==> src/rtl/mouse_pkg.sv <==
// Shared definitions for the PS/2 mouse packet path.
//  - FSM state encoding for the 3-byte packet assembler
//  - bit positions inside the PS/2 status byte
//  - MouseReceiver error-code values
//  - helper to build the 9-bit signed delta from sign bit and data byte
package mouse_pkg;

  typedef enum logic [1:0] {
    S_STATUS = 2'd0,
    S_DX     = 2'd1,
    S_DY     = 2'd2
  } pkt_state_e;

  // Status byte bit indices
  localparam int BTN_L = 0;
  localparam int BTN_R = 1;
  localparam int BTN_M = 2;
  localparam int SYNC  = 3;
  localparam int XSIGN = 4;
  localparam int YSIGN = 5;
  localparam int XOVF  = 6;
  localparam int YOVF  = 7;

  // BYTE_ERROR_CODE values
  localparam logic [1:0] ERR_NONE   = 2'b00;
  localparam logic [1:0] ERR_PARITY = 2'b01;
  localparam logic [1:0] ERR_STOP   = 2'b10;

  // The PS/2 delta is a 9-bit two's complement value whose MSB lives in the status byte.
  function automatic logic signed [8:0] make_delta(input logic sign_bit, input logic [7:0] mag);
    return $signed({sign_bit, mag});
  endfunction

endpackage

==> src/rtl/mouse_axis_accum.sv <==
// One axis of the absolute cursor position.
//  clk      in   clock
//  rst_n    in   asynchronous active-low reset (position returns to MAX/2)
//  commit_i in   apply delta_i this cycle
//  delta_i  in   9-bit signed movement
//  ovf_i    in   overflow flag for this axis; movement ignored when set
//  pos_o    out  clamped position, 0..MAX
module mouse_axis_accum #(
  parameter int POS_W  = 8,
  parameter int MAX    = 159,
  parameter int INVERT = 0
) (
  input  logic                clk,
  input  logic                rst_n,
  input  logic                commit_i,
  input  logic signed [8:0]   delta_i,
  input  logic                ovf_i,
  output logic [POS_W-1:0]    pos_o
);

  // Two extra bits hold any pos +/- delta without wrap; never narrower than the delta itself.
  localparam int EXT_W = (POS_W + 2 > 10) ? POS_W + 2 : 10;
  localparam logic [POS_W-1:0]        CENTRE  = POS_W'(MAX / 2);
  localparam logic signed [EXT_W-1:0] MAX_EXT = EXT_W'(MAX);

  logic [POS_W-1:0]        pos_q, pos_d;
  logic signed [EXT_W-1:0] pos_ext, delta_ext, sum;

  function automatic logic [POS_W-1:0] clamp_pos(input logic signed [EXT_W-1:0] s);
    if (s < 0)
      return '0;
    else if (s > MAX_EXT)
      return POS_W'(MAX);
    else
      return s[POS_W-1:0];
  endfunction

  always_comb begin
    pos_ext   = $signed({{(EXT_W-POS_W){1'b0}}, pos_q});
    delta_ext = ovf_i ? '0 : $signed({{(EXT_W-9){delta_i[8]}}, delta_i});
    if (INVERT != 0)
      sum = pos_ext - delta_ext;
    else
      sum = pos_ext + delta_ext;
    pos_d = commit_i ? clamp_pos(sum) : pos_q;
  end

  always_ff @(posedge clk or negedge rst_n) begin
    if (!rst_n)
      pos_q <= CENTRE;
    else
      pos_q <= pos_d;
  end

  assign pos_o = pos_q;

endmodule

==> src/rtl/mouse_packet_assembler.sv <==
// Assembles 3-byte PS/2 mouse packets (status, dX, dY) from the MouseReceiver byte stream
// and keeps clamped absolute cursor coordinates.
//  CLK             in   system clock
//  RESET           in   asynchronous active-low reset
//  BYTE_READ       in   received byte
//  BYTE_ERROR_CODE in   [0] parity error, [1] stop-bit error
//  BYTE_READY      in   one-cycle strobe qualifying BYTE_READ/BYTE_ERROR_CODE
//  READ_ENABLE     out  receiver enable, high from the first edge after reset
//  MOUSE_STATUS    out  last committed status byte
//  MOUSE_DX/DY     out  last committed 9-bit signed deltas (raw, even on overflow)
//  MOUSE_X/Y       out  clamped absolute position
//  PACKET_VALID    out  one-cycle pulse when a packet commits
//  PACKET_ERROR    out  one-cycle pulse when a packet is discarded
module mouse_packet_assembler
  import mouse_pkg::*;
#(
  parameter int POS_W          = 8,
  parameter int MAX_X          = 159,
  parameter int MAX_Y          = 119,
  parameter int Y_INVERT       = 1,
  parameter int TIMEOUT_CYCLES = 1_000_000
) (
  input  logic                CLK,
  input  logic                RESET,
  input  logic [7:0]          BYTE_READ,
  input  logic [1:0]          BYTE_ERROR_CODE,
  input  logic                BYTE_READY,
  output logic                READ_ENABLE,
  output logic [7:0]          MOUSE_STATUS,
  output logic signed [8:0]   MOUSE_DX,
  output logic signed [8:0]   MOUSE_DY,
  output logic [POS_W-1:0]    MOUSE_X,
  output logic [POS_W-1:0]    MOUSE_Y,
  output logic                PACKET_VALID,
  output logic                PACKET_ERROR
);

  localparam int              CNT_W     = $clog2(TIMEOUT_CYCLES + 1);
  localparam logic [CNT_W-1:0] TMO_LIMIT = CNT_W'(TIMEOUT_CYCLES - 1);

  pkt_state_e         state_q;
  logic               read_en_q;
  logic [7:0]         hold_status_q, hold_dx_q;
  logic [7:0]         status_q;
  logic signed [8:0]  dx_q, dy_q;
  logic               valid_q, error_q;
  logic [CNT_W-1:0]   tmo_q;

  logic               byte_acc;
  logic               byte_bad;
  logic               commit_d;
  logic signed [8:0]  x_delta, y_delta;

  // Strobes arriving before the receiver is enabled are not ours to consume.
  assign byte_acc = BYTE_READY && read_en_q;
  assign byte_bad = (BYTE_ERROR_CODE != ERR_NONE);
  // Position registers update on the same edge that raises PACKET_VALID.
  assign commit_d = byte_acc && !byte_bad && (state_q == S_DY);

  // dY comes straight from the bus: it is the byte being committed right now.
  assign x_delta = make_delta(hold_status_q[XSIGN], hold_dx_q);
  assign y_delta = make_delta(hold_status_q[YSIGN], BYTE_READ);

  always_ff @(posedge CLK or negedge RESET) begin
    if (!RESET) begin
      state_q       <= S_STATUS;
      read_en_q     <= 1'b0;
      hold_status_q <= '0;
      hold_dx_q     <= '0;
      status_q      <= '0;
      dx_q          <= '0;
      dy_q          <= '0;
      valid_q       <= 1'b0;
      error_q       <= 1'b0;
      tmo_q         <= '0;
    end else begin
      read_en_q <= 1'b1;
      valid_q   <= 1'b0;
      error_q   <= 1'b0;
      if (byte_acc) begin
        tmo_q <= '0;
        if (byte_bad) begin
          state_q <= S_STATUS;
          error_q <= 1'b1;
        end else begin
          case (state_q)
            S_STATUS: begin
              if (!BYTE_READ[SYNC]) begin
                // Bit 3 is always set in a status byte; anything else means we are misaligned.
                error_q <= 1'b1;
              end else begin
                hold_status_q <= BYTE_READ;
                state_q       <= S_DX;
              end
            end
            S_DX: begin
              hold_dx_q <= BYTE_READ;
              state_q   <= S_DY;
            end
            S_DY: begin
              status_q <= hold_status_q;
              dx_q     <= x_delta;
              dy_q     <= y_delta;
              valid_q  <= 1'b1;
              state_q  <= S_STATUS;
            end
            default: state_q <= S_STATUS;
          endcase
        end
      end else if (BYTE_READY || state_q == S_STATUS) begin
        tmo_q <= '0;
      end else if (tmo_q == TMO_LIMIT) begin
        // Inter-byte gap too long: abandon the partial packet.
        state_q <= S_STATUS;
        error_q <= 1'b1;
        tmo_q   <= '0;
      end else begin
        tmo_q <= tmo_q + 1'b1;
      end
    end
  end

  mouse_axis_accum #(.POS_W(POS_W), .MAX(MAX_X), .INVERT(0)) u_axis_x (
    .clk      (CLK),
    .rst_n    (RESET),
    .commit_i (commit_d),
    .delta_i  (x_delta),
    .ovf_i    (hold_status_q[XOVF]),
    .pos_o    (MOUSE_X)
  );

  mouse_axis_accum #(.POS_W(POS_W), .MAX(MAX_Y), .INVERT(Y_INVERT)) u_axis_y (
    .clk      (CLK),
    .rst_n    (RESET),
    .commit_i (commit_d),
    .delta_i  (y_delta),
    .ovf_i    (hold_status_q[YOVF]),
    .pos_o    (MOUSE_Y)
  );

  assign READ_ENABLE  = read_en_q;
  assign MOUSE_STATUS = status_q;
  assign MOUSE_DX     = dx_q;
  assign MOUSE_DY     = dy_q;
  assign PACKET_VALID = valid_q;
  assign PACKET_ERROR = error_q;

endmodule
==> config.mk <==
export PLATFORM = sky130hd
export DESIGN_NAME = mouse_packet_assembler
export DESIGN_NICKNAME = d
export VERILOG_FILES = /design/src/rtl/mouse_pkg.sv /design/src/rtl/mouse_axis_accum.sv /design/src/rtl/mouse_packet_assembler.sv
export SDC_FILE = /design/constraint.sdc
export NUM_CORES = 1
export LEC_CHECK = 0
export CAP_MARGIN = 10
export CORE_MARGIN = 1.5
export CORE_UTILIZATION = 50
export DETAILED_ROUTE_END_ITERATION = 10
export GPL_TIMING_DRIVEN = 0
export PLACE_DENSITY = 0.74
export REMOVE_ABC_BUFFERS = 1
export SYNTH_ARGS = -nofsm -noshare
export SYNTH_HDL_FRONTEND = slang
export SYNTH_HIERARCHICAL = 1
export SYNTH_SLANG_ARGS = --single-unit
==> constraint.sdc <==
create_clock -name CLK -period 2.2 [get_ports CLK]
set_input_delay 0.55 -clock CLK [delete_from_list [all_inputs] [get_ports CLK]]
set_output_delay 0.55 -clock CLK [all_outputs]
set_load 0.01 [all_outputs]
# Yosys cells after proc, flatten, opt, wreduce, memory -nomap -nowiden
# Index checks and enable logic that the tools add are counted.
[op_classes]
add_sub_neg = 3
n_bitwise = 1
n_lt_le_gt_ge = 4
n_eq_ne = 5
reduce_logical = 12
mux = 24
[op_table]
columns = ["op", "n"]
rows = [
  ["20-bit 2-to-1 mux", 3],
  ["8-bit 2-to-1 mux", 4],
  ["20-bit by 1-bit adder with 20-bit output (second input constant)", 1],
  ["20-bit == test (second input constant)", 1],
  ["10-bit by 1-bit < comparator with 1-bit output (second input constant)", 2],
  ["10-bit 2-to-1 mux", 2],
  ["9-bit by 10-bit adder with 10-bit output", 1],
  ["10-bit by 8-bit greater-than comparator with 1-bit output (second input constant)", 1],
  ["10-bit by 9-bit greater-than comparator with 1-bit output (second input constant)", 1],
  ["2-bit 2-to-1 mux", 5],
  ["9-bit by 10-bit subtractor with 10-bit output", 1],
  ["1-bit 2-to-1 mux", 9],
  ["3-bit AND reduction", 3],
  ["4-bit inequality test (second input constant)", 1],
  ["2-bit one-hot mux with 2 select lines", 1],
  ["4-bit AND reduction", 1],
  ["2-bit nonzero test", 2],
  ["1-bit logical AND", 3],
  ["2-bit by 1-bit == test with 1-bit output (second input constant)", 1],
  ["2-bit == test (second input constant)", 1],
  ["2-bit zero test", 1],
  ["2-bit inequality test (second input constant)", 1],
  ["1-bit zero test", 1],
  ["1-bit logical OR", 1],
  ["1-bit inverter", 1],
]
[word_totals]
elab_cells = 61
register_bits = 83

# Logic depth before layout (Yosys ltp)
[depth]
depth_word = 5
ltp_mapped = 10

# Cells and area by module
# Netlist, hierarchy kept.
[by_module_without_submodules]
columns = ["mod", "area_each_um2", "n_inst", "seq_area_each_um2", "cells_per_inst"]
rows = [
  ["mouse_packet_assembler", 2712.6, 1, 1626.6, 215],
  ["mouse_axis_accum at u_axis_x", 943.4, 1, 206.4, 103],
  ["mouse_axis_accum at u_axis_y", 912.1, 1, 206.4, 103],
]

# Worst setup path after synthesis
# Ideal clock, no wire load.
[synth_path]
path_type = "input to register"
startpoint = "input port BYTE_READ[0]"
endpoint = "register u_axis_y.pos_q[6], in the netlist u_axis_y/pos_o[6]"
required_time_ps = 2056
cell_stages = 9
setup_ps = 144
n_path_buf = 0
t_arrival_ps = 2364
setup_slack_ps = -309
cell_sequence = "nor2b_1 -> ha_1 -> inv_1 -> fa_1 -> a211oi_1 -> o21ai_0 -> and3_4 -> a311oi_4 -> o221ai_1"
[synth_between]
elab_chain_len = 5
elab_cells_between_ends = 6
[synth_lines]
columns = ["element", "line_no", "text"]
rows = [
  ["start: declaration", "mouse_packet_assembler.sv:25", "input logic [7:0] BYTE_READ,"],
  ["10-bit 2-to-1 mux (*)", "mouse_axis_accum.sv:40", "delta_ext = ovf_i ? '0 : $signed({{(EXT_W-9){delta_i[8]}}, delta_i});"],
  ["9-bit by 10-bit subtractor with 10-bit output (*)", "mouse_axis_accum.sv:42", "sum = pos_ext - delta_ext;"],
  ["10-bit by 8-bit greater-than comparator with 1-bit output", "mouse_axis_accum.sv:32", "else if (s > MAX_EXT)"],
  ["8-bit 2-to-1 mux", "mouse_axis_accum.sv:32", ""],
  ["8-bit 2-to-1 mux (*)", "mouse_axis_accum.sv:30", "if (s < 0)"],
  ["end signal: assignment", "mouse_axis_accum.sv:52", "pos_q <= pos_d;"],
  ["end: declaration", "mouse_axis_accum.sv:26", "logic [POS_W-1:0] pos_q, pos_d;"],
]
# Every way passes the cells marked *; elsewhere a longest branch is shown, timed or not.
# A chain may end at the register's enable or synchronous reset.

# Final worst setup path
[layout_path]
startpoint = "register hold_status_q[7]"
endpoint = "register u_axis_y.pos_q[3], in the netlist u_axis_y/pos_o[3]"
[layout_between]
elab_chain_len = 5
elab_cells_between_ends = 6
[layout_lines]
columns = ["element", "line_no", "text"]
rows = [
  ["start: declaration", "mouse_packet_assembler.sv:43", "logic [7:0] hold_status_q, hold_dx_q;"],
  ["start signal: assignment", "mouse_packet_assembler.sv:68", "hold_status_q <= '0;"],
  ["start signal: assignment", "mouse_packet_assembler.sv:92", "hold_status_q <= BYTE_READ;"],
  ["10-bit 2-to-1 mux (*)", "mouse_axis_accum.sv:40", ""],
  ["9-bit by 10-bit subtractor with 10-bit output (*)", "mouse_axis_accum.sv:42", ""],
  ["10-bit by 8-bit greater-than comparator with 1-bit output", "mouse_axis_accum.sv:32", ""],
  ["8-bit 2-to-1 mux", "mouse_axis_accum.sv:32", ""],
  ["8-bit 2-to-1 mux (*)", "mouse_axis_accum.sv:30", ""],
]
# Marks and branches as above.

==> results by group <==
Power
  • Worst VDD drop: between 0.4 and 0.5 mV
  • PD cells: 750 mW/mm^2
  • Pleak: approximately 2.5 nW

Place
  • Port Buffers: 57
  • Inst Count DP: 576
  • Placer congestion estimate: 0.891
  • Dpl ws: -1.69 ns
  • Final HPWL DP: roughly 7300 um

Worst setup path
  • CP max FO: 7
  • R2R depth: 10
  • Worst Path Buf+Inv: 2
  • CP peak stage delay: roughly 0.48 ns
  • Reg2Reg Capture Point: u_axis_y/pos_o[3]
  • Endpoint class of the critical path: register
  • CP Launch Type: register
  • CP endpoint: u_axis_y/pos_o[3]
  • Required time worst endpoint: around 2.5 ns
  • CP Launch Point: hold_status_q[7]
  • FF-to-FF setup slack: -0.30 ns
  • Crit path cell chain: nor2b_2 > ha_2 > inv_2 > fa_2 > a211oi_4 > o21ai_2 > a21oi_1 > a311oi_4 > buf_6 > a32o_1
  • Setup CP Type: register to register
  • FF-to-FF Start: hold_status_q[7]
  • Slowest CP cell: dfrtp_2
  • Delay-heaviest family, CP: compound AO/OA/AOI/OAI gates
  • CP Data Arrival Time: about 2.8 ns
  • Crit path depth: 10

Final layout
  • # nets final: between 500 and 600
  • Number of fill cells in the layout: 620
  • Area of the multi-input gates: 0.00278 sq mm
  • Layout Utilization: 69.9%
  • Ratio of cells with drive above 1 in the final layout: a little over a third
  • Post-route non-filler standard cell count: 628
  • Area grow syn2layout: 34.7%
  • Ant. Diodes: 0
  • Register area: 0.00204 sq mm

STA
  • Final WS setup: -0.298 ns
  • Peak Freq: 400 MHz
  • Worst Max-Slew Pin Slew: between 0.6 and 0.7 ns
  • Final period util: 114%
  • Clk_skew: 0.0181 ns
  • RSZ-0062 raised after global routing: yes
  • Final hold violations: 0
  • Setup TNS: -3.39 ns
  • Post-layout min period: 2.50 ns
  • Rel. slew slack: between 50% and 60%
  • Count of pins over their slew limit: 0
  • Final hold slack: ~0.11 ns
  • Final setup fails: 15

Floorplanning
  • Die width: between 90 and 100 um
  • Die area: just under 0.01 sq mm
  • DIE HEIGHT: 98.6 um
  • I/O pin count: 58
  • Core Rows: 34
  • Starting Density: between 50% and 60%
  • Core box area: 0.00881 sq mm

Synth
  • Area share of the largest cell type after synthesis: slightly below 40%
  • Distinct cells, synth: between 70 and 80
  • Post-Syn Area: ~0.0046 sq mm
  • Async SR Flop Fraction: 100%
  • Yosys warnings: 6
  • Syn_area_per_cell: 10.9 sq um
  • Sequential area share after synthesis: around 45%
  • Synth Instances: about 420
  • Synth Flop Type: dfrtp_1
  • Top cells by area, synth: dfrtp_1 (39%), mux2_2 (9.9%), dfstp_2 (5.8%)
  • EDFF count, synth: 0
  • Leading area contributor after synthesis: dfrtp_1
  • Yosys reg bits: just over 80

Clock network
  • Clk root buf: clkbuf_8
  • Clock Pin Slew Worst Setup and Hold Paths: 0.10 ns
  • CTS tree: done
  • H-tree depth: 3
  • Worst-skew pair later-pin latency: around 0.36 ns
  • CTS buffer count: 9
  • CTS Buffer Depth: 2
  • Clock sink total: 81

Run status
  • Status: finished, violations left
  • Failing checks: DRC, setup timing

Min path
  • Worst Hold Class: input port to asynchronous set/reset pin

Detailed routing
  • DR DRC count: 6
  • DRT iter0 DRCs: between 300 and 400
  • Vias/cell: between 6 and 7
  • Drt first pass iters: 8
  • Drt wl/cell: 20.0 um
  • Antenna Violating Nets Remaining: 0
  • Vias: 3903
  • Final wirelength: between 10000 and 15000 um

GRT
  • Initial antenna violation count: 0
  • Number of global-route vias before repair: approximately 4000
  • Remaining Overflow, GRT: 0
  • First-pass GRT wire length: between 15000 and 20000 um
  • Gr usage total: about a quarter
  • Largest net degree at the start of global routing: between 50 and 60

Run
  • Max Cap Violations: 0
sequential cells by signal, indices dropped and copies added, names as in the netlist, 2 cells and up:
name            count
hold_dx_q           8
u_axis_x/pos_o      8
state_q             2
tmo_q              20
MOUSE_DX            8
MOUSE_DY            8
hold_status_q       8
MOUSE_STATUS        8
u_axis_y/pos_o      8
what timing repair did:
action                     in CTS  in global routing
gates resized for setup        71                 21
buffers inserted               24                 11
hold buffers                    0                  0
gates cloned                    1                  0
pin swaps                      27                 28
setup endpoints to repair      39                 32
per-stage QoR:
| step | area, sq um | total power (W) |
|---|---|---|
| final | 6150 | 0.00461 |
| after global routing | 6150 | 0.00482 |
| after CTS | 5970 | 0.00442 |
| after detailed placement | 5250 | 0.00292 |
| after global placement | 5200 | 0.00287 |
| after floorplan | 4490 | 0.00253 |
metal layers:
metal / vias up / wire length [um] / global-route usage (%)
li1: 1756 / - / -
met1: 1957 / 5350 / 33.4
met2: 149 / 6160 / 41.0
met3: 41 / 641 / 4.61
met4: 0 / 383 / 12.9
met5: - / 0 / 0
how the worst min path moves through the flow:
stage | endpoint | slack (ns) | startpoint
final | MOUSE_DX[6] | 0.11 | RESET
after detailed placement | hold_status_q[3] | 0.46 | hold_status_q[3]
after global placement | hold_status_q[3] | 0.45 | hold_status_q[3]
after floorplan | MOUSE_DX[0] | 0.25 | RESET
after CTS | MOUSE_DX[6] | 0.12 | RESET
after global routing | u_axis_x/pos_o[4] | 0.13 | RESET
worst reg2reg max path, cell delays in order, from the launching register on:
cell and delay, ns:
dfrtp_2 0.48, nor2b_2 0.13, ha_2 0.18, inv_2 0.04, fa_2 0.37, a211oi_4 0.32, o21ai_2 0.12, a21oi_1 0.28
a311oi_4 0.08, buf_6 0.16, a32o_1 0.26
where the power goes:
part | total [W] | switching, W | internal, W | leakage, nW
clock network | 0.00114 | 0.000578 | 0.000564 | 0.100
logic | 0.00170 | 0.000846 | 0.000856 | 1.37
registers | 0.00177 | 0.000133 | 0.00164 | 1.06
cells in the mapped netlist, types with 3 or more instances:
library cell and instances:
o21ai_0 11, buf_2 3, dfrtp_1 71, o31ai_1 4
ha_1 18, nand2b_1 9, a41oi_1 6, nor2b_1 14
and2_1 3, and3_1 3, nor4_1 9, nand4_1 4
or4_1 4, mux2_2 40, nand3_1 18, o22ai_1 5
a211oi_1 3, nor2_1 24, nand2_1 19, xor2_1 9
a21oi_1 15, o41ai_1 3, or4b_1 3, o221ai_1 4
a31oi_1 6, clkbuf_1 6, nor3_1 6, a32oi_1 3
nor3b_1 5, xnor2_1 10, inv_1 21, dfstp_2 10
cells in the final DEF, fill, tap and decap left out, types with 4 or more instances in the layout:
cell type,n
ha_1,7
nand3_1,15
o21ai_0,7
nand2_1,16
clkdlybuf4s50_1,49
ha_4,8
nor4_1,8
buf_4,33
a31oi_1,6
nor2b_1,7
a41oi_2,6
dfrtp_1,69
nor2b_4,5
dlygate4sd2_1,6
nor3b_1,5
xor2_1,9
clkbuf_8,10
nor3_1,5
nand3_2,4
a21oi_1,13
nand2b_1,7
dfstp_2,10
o22ai_1,5
xnor2_1,10
nand4_1,4
nor2_1,24
inv_1,18
mux2_2,39
kinds of logic (layout without fill, tap and decap cells):
group | count (synthesis) | in the layout | synth area share, %
muxes | 40 | 40 | 9.86
adders and majority gates | 20 | 20 | 5.81
DFF | 81 | 81 | 44.6
and+or+nand+nor | 142 | 142 | 18.3
other | 1 | 1 | 0.0821
xor gates and xnor gates | 19 | 19 | 3.64
AOI/OAI and AO/OA | 84 | 84 | 14.3
buffers and inverters | 34 | 133 | 3.42
area by class of cell:
class / count / area share [%]
Multi-Input combinational cell: 306 / 45.1
Timing Repair Buffer: 95 / 14.7
Sequential cell: 81 / 33.2
Tap cell: 108 / 2.20
Timing Repair inverter: 1 / 0.0814
Clock inverter: 5 / 1.04
Inverter: 21 / 1.34
Clock buffer: 11 / 2.30
Power figures use the tool's default switching activity.
